`src/rtl/md5_core_scheduler.sv`:
```
// Dispatches candidate tags round-robin across NUM_CORES MD5 cores, tracks core
// occupancy, captures the first hash match and keeps dispatch/completion counters.
module md5_core_scheduler #(
  parameter int NUM_CORES = 4,
  parameter int TAG_W     = 32,
  parameter int IDX_W     = $clog2(NUM_CORES)
) (
  input  logic                 clk,
  input  logic                 reset_n,
  input  logic                 enable,
  input  logic                 clear,
  input  logic                 in_valid,
  input  logic [TAG_W-1:0]     in_tag,
  output logic                 in_ready,
  output logic [NUM_CORES-1:0] core_start,
  output logic [TAG_W-1:0]     core_tag,
  input  logic [NUM_CORES-1:0] core_done,
  input  logic [NUM_CORES-1:0] core_match,
  output logic                 match_valid,
  output logic [TAG_W-1:0]     match_tag,
  output logic [IDX_W-1:0]     match_core,
  output logic                 idle,
  output logic [31:0]          issued_count,
  output logic [31:0]          done_count
);

  typedef enum logic [1:0] {ST_IDLE, ST_RUN, ST_DRAIN, ST_FOUND} state_t;

  state_t               state_r, state_s;
  logic [NUM_CORES-1:0] occ_r, occ_s;
  logic [TAG_W-1:0]     tag_r [NUM_CORES];
  logic [IDX_W-1:0]     last_grant_r;
  logic [IDX_W-1:0]     grant_idx_s, cand_s, cap_idx_s;
  logic [NUM_CORES-1:0] grant_onehot_s, hit_s;
  logic                 cap_found_s, capture_s, accept_s, all_free_s, in_ready_s;
  logic [NUM_CORES-1:0] core_start_r;
  logic [TAG_W-1:0]     core_tag_r, match_tag_r;
  logic                 match_valid_r;
  logic [IDX_W-1:0]     match_core_r;
  logic [31:0]          issued_r, done_r;

  function automatic logic [31:0] count_ones(input logic [NUM_CORES-1:0] v);
    logic [31:0] n;
    n = 32'd0;
    for (int i = 0; i < NUM_CORES; i++) begin
      n = n + {31'd0, v[i]};
    end
    return n;
  endfunction

  // Round-robin grant: scan backwards so the first free core after last_grant wins.
  always_comb begin
    grant_idx_s = '0;
    cand_s      = '0;
    for (int i = NUM_CORES; i >= 1; i--) begin
      cand_s = IDX_W'((int'(last_grant_r) + i) % NUM_CORES);
      if (!occ_r[cand_s]) begin
        grant_idx_s = cand_s;
      end else begin
        grant_idx_s = grant_idx_s;
      end
    end
  end

  // Lowest-index matching core among occupied cores that finished this cycle.
  always_comb begin
    hit_s       = core_done & core_match & occ_r;
    cap_idx_s   = '0;
    cap_found_s = 1'b0;
    for (int i = NUM_CORES - 1; i >= 0; i--) begin
      if (hit_s[i]) begin
        cap_idx_s   = IDX_W'(i);
        cap_found_s = 1'b1;
      end else begin
        cap_idx_s   = cap_idx_s;
      end
    end
  end

  // Handshake, occupancy update and grant decode.
  always_comb begin
    in_ready_s     = (state_r == ST_RUN) && (occ_r != {NUM_CORES{1'b1}}) && !match_valid_r;
    accept_s       = in_valid && in_ready_s;
    capture_s      = cap_found_s && !match_valid_r;
    all_free_s     = ((occ_r & ~core_done) == {NUM_CORES{1'b0}});
    grant_onehot_s = {NUM_CORES{1'b0}};
    if (accept_s) begin
      grant_onehot_s = {{(NUM_CORES-1){1'b0}}, 1'b1} << grant_idx_s;
    end else begin
      grant_onehot_s = {NUM_CORES{1'b0}};
    end
    occ_s = (occ_r & ~core_done) | grant_onehot_s;
  end

  // Next-state logic.
  always_comb begin
    state_s = state_r;
    case (state_r)
      ST_IDLE: begin
        if (enable) state_s = ST_RUN;
        else        state_s = ST_IDLE;
      end
      ST_RUN: begin
        if (!enable || match_valid_r || capture_s) state_s = ST_DRAIN;
        else                                       state_s = ST_RUN;
      end
      ST_DRAIN: begin
        if (all_free_s) state_s = (match_valid_r || capture_s) ? ST_FOUND : ST_IDLE;
        else            state_s = ST_DRAIN;
      end
      ST_FOUND: begin
        if (clear) state_s = ST_IDLE;
        else       state_s = ST_FOUND;
      end
      default: state_s = ST_IDLE;
    endcase
  end

  // State, occupancy, per-core tags, start pulses, match capture and counters.
  always_ff @(posedge clk) begin
    if (!reset_n) begin
      state_r       <= ST_IDLE;
      occ_r         <= {NUM_CORES{1'b0}};
      last_grant_r  <= IDX_W'(NUM_CORES - 1);
      core_start_r  <= {NUM_CORES{1'b0}};
      core_tag_r    <= {TAG_W{1'b0}};
      match_valid_r <= 1'b0;
      match_tag_r   <= {TAG_W{1'b0}};
      match_core_r  <= {IDX_W{1'b0}};
      issued_r      <= 32'd0;
      done_r        <= 32'd0;
      for (int i = 0; i < NUM_CORES; i++) begin
        tag_r[i] <= {TAG_W{1'b0}};
      end
    end else begin
      state_r      <= state_s;
      occ_r        <= occ_s;
      core_start_r <= grant_onehot_s;
      done_r       <= done_r + count_ones(core_done);
      if (accept_s) begin
        core_tag_r           <= in_tag;
        tag_r[grant_idx_s]   <= in_tag;
        last_grant_r         <= grant_idx_s;
        issued_r             <= issued_r + 32'd1;
      end else begin
        core_tag_r   <= core_tag_r;
        last_grant_r <= last_grant_r;
        issued_r     <= issued_r;
      end
      // Only the first match is kept; clear releases it solely from FOUND.
      if (capture_s) begin
        match_valid_r <= 1'b1;
        match_tag_r   <= tag_r[cap_idx_s];
        match_core_r  <= cap_idx_s;
      end else if ((state_r == ST_FOUND) && clear) begin
        match_valid_r <= 1'b0;
      end else begin
        match_valid_r <= match_valid_r;
      end
    end
  end

  assign in_ready     = in_ready_s;
  assign core_start   = core_start_r;
  assign core_tag     = core_tag_r;
  assign match_valid  = match_valid_r;
  assign match_tag    = match_tag_r;
  assign match_core   = match_core_r;
  assign idle         = (state_r == ST_IDLE);
  assign issued_count = issued_r;
  assign done_count   = done_r;

endmodule

```
`config.mk`:
```
export PLATFORM = sky130hd
export DESIGN_NAME = md5_core_scheduler
export DESIGN_NICKNAME = d
export VERILOG_FILES = /design/src/rtl/md5_core_scheduler.sv
export SDC_FILE = /design/constraint.sdc
export NUM_CORES = 1
export LEC_CHECK = 0
export ABC_AREA = 1
export ABC_CLOCK_PERIOD_IN_PS = 7750
export BUFFER_PORTS_ARGS = -buffer_cell sky130_fd_sc_hd__buf_2
export CAP_MARGIN = 20
export CORE_AREA = 2 2 231 187
export CTS_CLUSTER_DIAMETER = 50
export DETAILED_ROUTE_END_ITERATION = 8
export DIE_AREA = 0 0 233 189
export MAX_ROUTING_LAYER = met4
export PLACE_DENSITY = 0.58
export SLEW_MARGIN = 40
export SYNTH_ARGS = -nofsm -noshare
export SYNTH_HDL_FRONTEND = slang
export SYNTH_SLANG_ARGS = --single-unit
```
`constraint.sdc`:
```
create_clock -name clk -period 7.75 [get_ports clk]
set_clock_uncertainty 0.15 [all_clocks]
set_input_delay 1.9375 -clock clk [delete_from_list [all_inputs] [get_ports clk]]
set_output_delay 1.9375 -clock clk [all_outputs]
set_load 0.05 [all_outputs]
```
### Yosys cells after proc, flatten, opt, wreduce, memory -nomap -nowiden

Memories as Yosys holds them, arrays and structs flattened. A register that Yosys moved wholly into a read port is not among the register bits.
Index checks and enable logic that the tools add are counted.

* word-level logic and storage cells: 84
* flip-flop bits (word level): 111
* bits of input ports: 45
* memories: 1
* output and inout bits: 137
* RAM bits: 128

Memory list
* tag_r: depth 4, bits a word 32, read ports 1, clocked after memory_dff 1, wr ports 4, line 31 `logic [TAG_W-1:0] tag_r [NUM_CORES];`

* $lt $le $gt $ge: 4
* shifts and indexed selects: 1
* $add $sub $neg: 9
* equal/unequal tests: 4
* bitwise logic cells: 5
* muxes and demuxes: 36
* reduce and logical (&&, ||, !) cells: 15

Operators by type and width (count)
* $add A32 B1 Y32 const B: 1
* $add A32 B4 Y32: 1
* $mux W32: 1
* $reduce_or A32 Y1: 1
* $mux W2: 13
* $mux W1: 16
* $and A4 B4 Y4: 3
* $lt A2 B3 Y1 const B: 4
* $bmux W1 S2: 4
* $pmux W2 S4: 1
* $logic_and A1 B1 Y1: 5
* $add A2 B1 Y2 const B: 2
* $add A2 B2 Y2 const B: 2
* $add A3 B1 Y4: 1
* $eq A2 B2 Y1 const B: 2
* $logic_not A4 Y1: 1
* $mux W4: 1
* $ne A4 B4 Y1 const B: 1
* $not A4 Y4: 1
* $or A4 B4 Y4: 1
* $shl A1 B2 Y4 const A: 1
* $add A2 B1 Y3: 1
* $logic_not A1 Y1: 3
* $logic_or A1 B1 Y1: 3
* other kinds (4): 4

### Depth between registers and ports, before layout

* depth in word-level cells: 11
* mapped depth: 14
* depth with buffers taken out: 14

### Worst setup path after synthesis

Ideal clock, no wire load.

* path type: in2reg
* from: in core_done[0]
* to: reg done_r[30], in the netlist done_count[30]
* stages: 14
* arrival: 4.089 ns
* setup slack: 3.441 ns
* path buffers: 0
* library setup time: 0.070 ns
* data required time: 7.530 ns
* cells stage by stage: fa_1 > inv_1 > fa_1 > inv_1 > fa_1 > nand2_1 > nor2_1 > inv_2 > nor2_1 > inv_1 > nor2_1 > nand2_1 > or2_0 > a21oi_1

* longest elaborated chain between the ends: 4

Ends and longest elaborated chain
* from (decl): line 17 `input logic [NUM_CORES-1:0] core_done,`
* $add A1 B1 Y2: line 46 `n = n + {31'd0, v[i]};`
* $add A2 B1 Y3: line 46
* $add A3 B1 Y4: line 46
* $add A32 B4 Y32: line 139 `done_r <= done_r + count_ones(core_done);`
* to (signal assigned): line 139
* to (decl): line 40 `logic [31:0] issued_r, done_r;`

No other way between the ends.
A chain may end at the register's enable or synchronous reset.

==> metrics.md <==
| Metric | Value |
|---|---|
| Initial Util | 0.308 |
| Reg power frac | 0.423 |
| Sw frac | 0.260 |
| Final period util | 0.546 |
| Final HPWL DP | 24,700 µm |
| Global placement routability congestion | 0.878 |
| Ys flop type | dfxtp_1 |
| Root Driver | clkbuf_16 |
| Post_cts resized | 0 |
| Unique cell type count in the Yosys netlist | 41 |
| Postcts setup bufs | 0 |
| Footprint of the multi-input gates | 4890 µm² |
| Crit Path Class | in2reg |
| Synthesized area per cell | 7.71 µm² |
| Crit-path max FO | 33 |
| Vias per inst | 4.56 |
| Slew Limit Fails | 0 |
| CORE AREA | 41,700 µm² |
| Synth area leaders | edfxtp_1 (30%), dfxtp_1 (22%), nand2_1 (13%) |
| Share of cells above drive strength 1 | 0.173 |
| Crit path DAT | 4.23 ns |
| Initial DRC count | 665 |
| Data required time of the worst path | 7.75 ns |
| Sequential area share after synthesis | 0.523 |
| Die H | 189 µm |
| Residual DRC | 0 |
| Mapped cell area | 12,800 µm² |
| Number of enable flip-flop cells after synthesis | 128 |
| Clock group share of total power | 0.487 |
| Congestion Overflow GR | 0 |
| Row count | 67 |
| Outcome | finished, final reports clean |
| Setup crit end kind | flop |
| Net load switching power | 973 µW |
| Vias in the first global route | 10,500 |
| Chip Width | 233 µm |
| Async S/R FF share, synth | 0 |
| CTS tree | done |
| Worst r2r src | occ_r[0] |
| Combinational group share of total power | 0.089 |
| # IOs | 182 |
| Hold Buf Count CTS | 0 |
| Yosys warns | 0 |
| Antenna violations before repair | 0 |
| Diode count | 0 |
| R2r endpoint | tag_r[2][24] |
| CTS buffer count | 38 |
| Class of the worst hold path | reg2reg |
| Port Buf Inserts | 181 |
| RSZ-0062 raised after global routing | no |
| Register Area | 6710 µm² |
| Mapped Nets | 1,713 |
| Slew headroom | 0.460 |
| Die area | 44,000 µm² |
| Finished Core Util | 0.373 |
| R2R depth | 7 |
| WL/cell | 15.2 µm |
| Maximum clock insertion buffer count | 3 |
| Clk slew on worst S/H paths | 0.05 ns |
| Global-route wire length before repair | 58,100 µm |
| Area grow syn2layout | 21.1% |
| Final #Nets | 1,874 |
| Post-synthesis register bit count | 271 |
| WL final | 36,600 µm |
| Share of the synthesized area in the top cell type | 0.300 |
| Maximum clock rate | 236 MHz |
| Worst skew pair latency | 0.53 ns |
| Leak Pwr | 0.00698 µW |
| TNS Setup | 0 ns |
| Crit path to | tag_r[2][24] |
| Fill count | 4,290 |
| Largest net degree at the start of global routing | 98 |
| Startpoint Class | input pin |
| Power per cell area | 241 nW/µm² |
| Via Count | 11,000 |
| Clock tree sinks | 271 |
| Post-Syn Instances | 1,663 |
| Final hold vios | 0 |
| Fin crit period | 4.23 ns |
| Worst setup path startpoint | in_valid |
| Max Cap Viol | 0 |
| DRT antenna net count | 0 |
| First-pass DRT Iterations | 5 |
| R2R setup slack | 4.26 ns |
| VDD IR max | 0.119 mV |
| Internal | 2770 µW |
| Final setup viols | 0 |
| Slew at the pin closest to its max-slew limit | 0.809 ns |
| Largest area contributor in the netlist | edfxtp_1 |
| H-Tree Depth | 2 |
| Gr usage total | 0.171 |
==> cell usage in the layout (no fill, tap or decap), types with 4 or more instances in the layout <==
| cell type | n |
|---|---|
| xor2_1 | 10 |
| nor2_2 | 5 |
| inv_1 | 233 |
| bufinv_16 | 6 |
| nand3b_1 | 12 |
| a21oi_1 | 86 |
| dfxtp_1 | 143 |
| buf_4 | 6 |
| nor2_4 | 5 |
| nor3_1 | 42 |
| or2_2 | 38 |
| clkinv_2 | 6 |
| clkbuf_1 | 4 |
| buf_2 | 181 |
| nand4_1 | 11 |
| nor2_1 | 234 |
| clkbuf_16 | 39 |
| nand3_1 | 136 |
| edfxtp_1 | 128 |
| nand2_2 | 4 |
| inv_2 | 4 |
| o21ai_0 | 18 |
| nand2_1 | 454 |
==> registers in the layout, indices dropped and copies added (netlist names) <==
register	count
occ_r	4
match_tag	32
state_r	2
match_core	2
match_valid	1
core_start	4
core_tag	32
done_count	32
issued_count	32
tag_r	128
last_grant_r	2
==> metrics by stage <==
| step | setup WS, ns | cells | total power, µW | area (µm²) | hold slack [ns] |
|---|---|---|---|---|---|
| after floorplan | 3.44 | 1663 | 1850 | 12800 | 0.348 |
| after global placement | 3.03 | 2335 | 1940 | 14100 | 0.304 |
| after detailed placement | 2.92 | 2336 | 1950 | 14200 | 0.312 |
| after CTS | 3.50 | 2406 | 3790 | 15500 | 0.324 |
| after global routing | 3.29 | 2406 | 3890 | 15500 | 0.335 |
| final | 3.52 | 2406 | 3740 | 15500 | 0.321 |
==> synth_stat cells, types with 2 or more instances <==
library cell	instances
a21oi_1	86
and3_1	2
buf_1	4
buf_2	32
buf_6	8
clkbuf_1	25
dfxtp_1	143
edfxtp_1	128
fa_1	3
ha_1	2
inv_1	234
inv_2	3
nand2_1	458
nand2_2	3
nand3_1	136
nand3b_1	12
nand4_1	11
nor2_1	236
nor2_2	5
nor2_4	3
nor3_1	42
nor3_2	2
o21a_1	3
o21ai_0	18
or2_2	38
xnor2_1	2
xor2_1	10
==> power by group through the flow <==
stage	combinational [µW]	clock [µW]	sequential, µW
2_1_floorplan	170	0	1680
3_3_place_gp	331	0	1610
3_5_place_dp	336	0	1610
4_1_cts	337	1870	1580
5_1_grt	367	1940	1590
6_report	334	1820	1580
==> worst max-delay path, stage by stage <==
cell and delay (ns):
buf_2 0.11, inv_1 0.07, nor2_4 0.64, nand3_1 0.27, nor2_1 0.25, inv_2 0.27
nand2_2 0.66
==> logic make-up after synthesis <==
family,synth area share
fa+ha+maj,0.00663
buf+inv,0.0984
simple gates,0.318
compound gates,0.0453
xor+xnor,0.00820
flops,0.523
==> cell type report <==
type | count | area share
clock inverter | 27 | 0.0216
timing repair buffer | 191 | 0.0652
multi-input combinational | 1084 | 0.315
inverter | 238 | 0.0577
clock buffer | 43 | 0.0638
tap | 552 | 0.0445
sequential | 271 | 0.432
==> worst min-delay path by stage <==
stage	from	to	slack (ns)	cells past startpoint
after floorplan	occ_r[2]	occ_r[2]	0.35	2
after global placement	core_tag[5]	core_tag[5]	0.30	2
after detailed placement	core_tag[19]	core_tag[19]	0.31	2
after CTS	core_tag[24]	core_tag[24]	0.32	2
after global routing	core_tag[19]	core_tag[19]	0.34	2
final	core_tag[13]	core_tag[13]	0.32	2
==> metal layers <==
| metal | global-route usage | wire [µm] | vias up |
|---|---|---|---|
| li1 | - | - | 5544 |
| met3 | 0.0294 | 1800 | 48 |
| met5 | - | 0 | - |
| met4 | 0.0424 | 626 | 0 |
| met2 | 0.276 | 17000 | 240 |
| met1 | 0.224 | 17200 | 5133 |
Power figures use the tool's default switching activity.
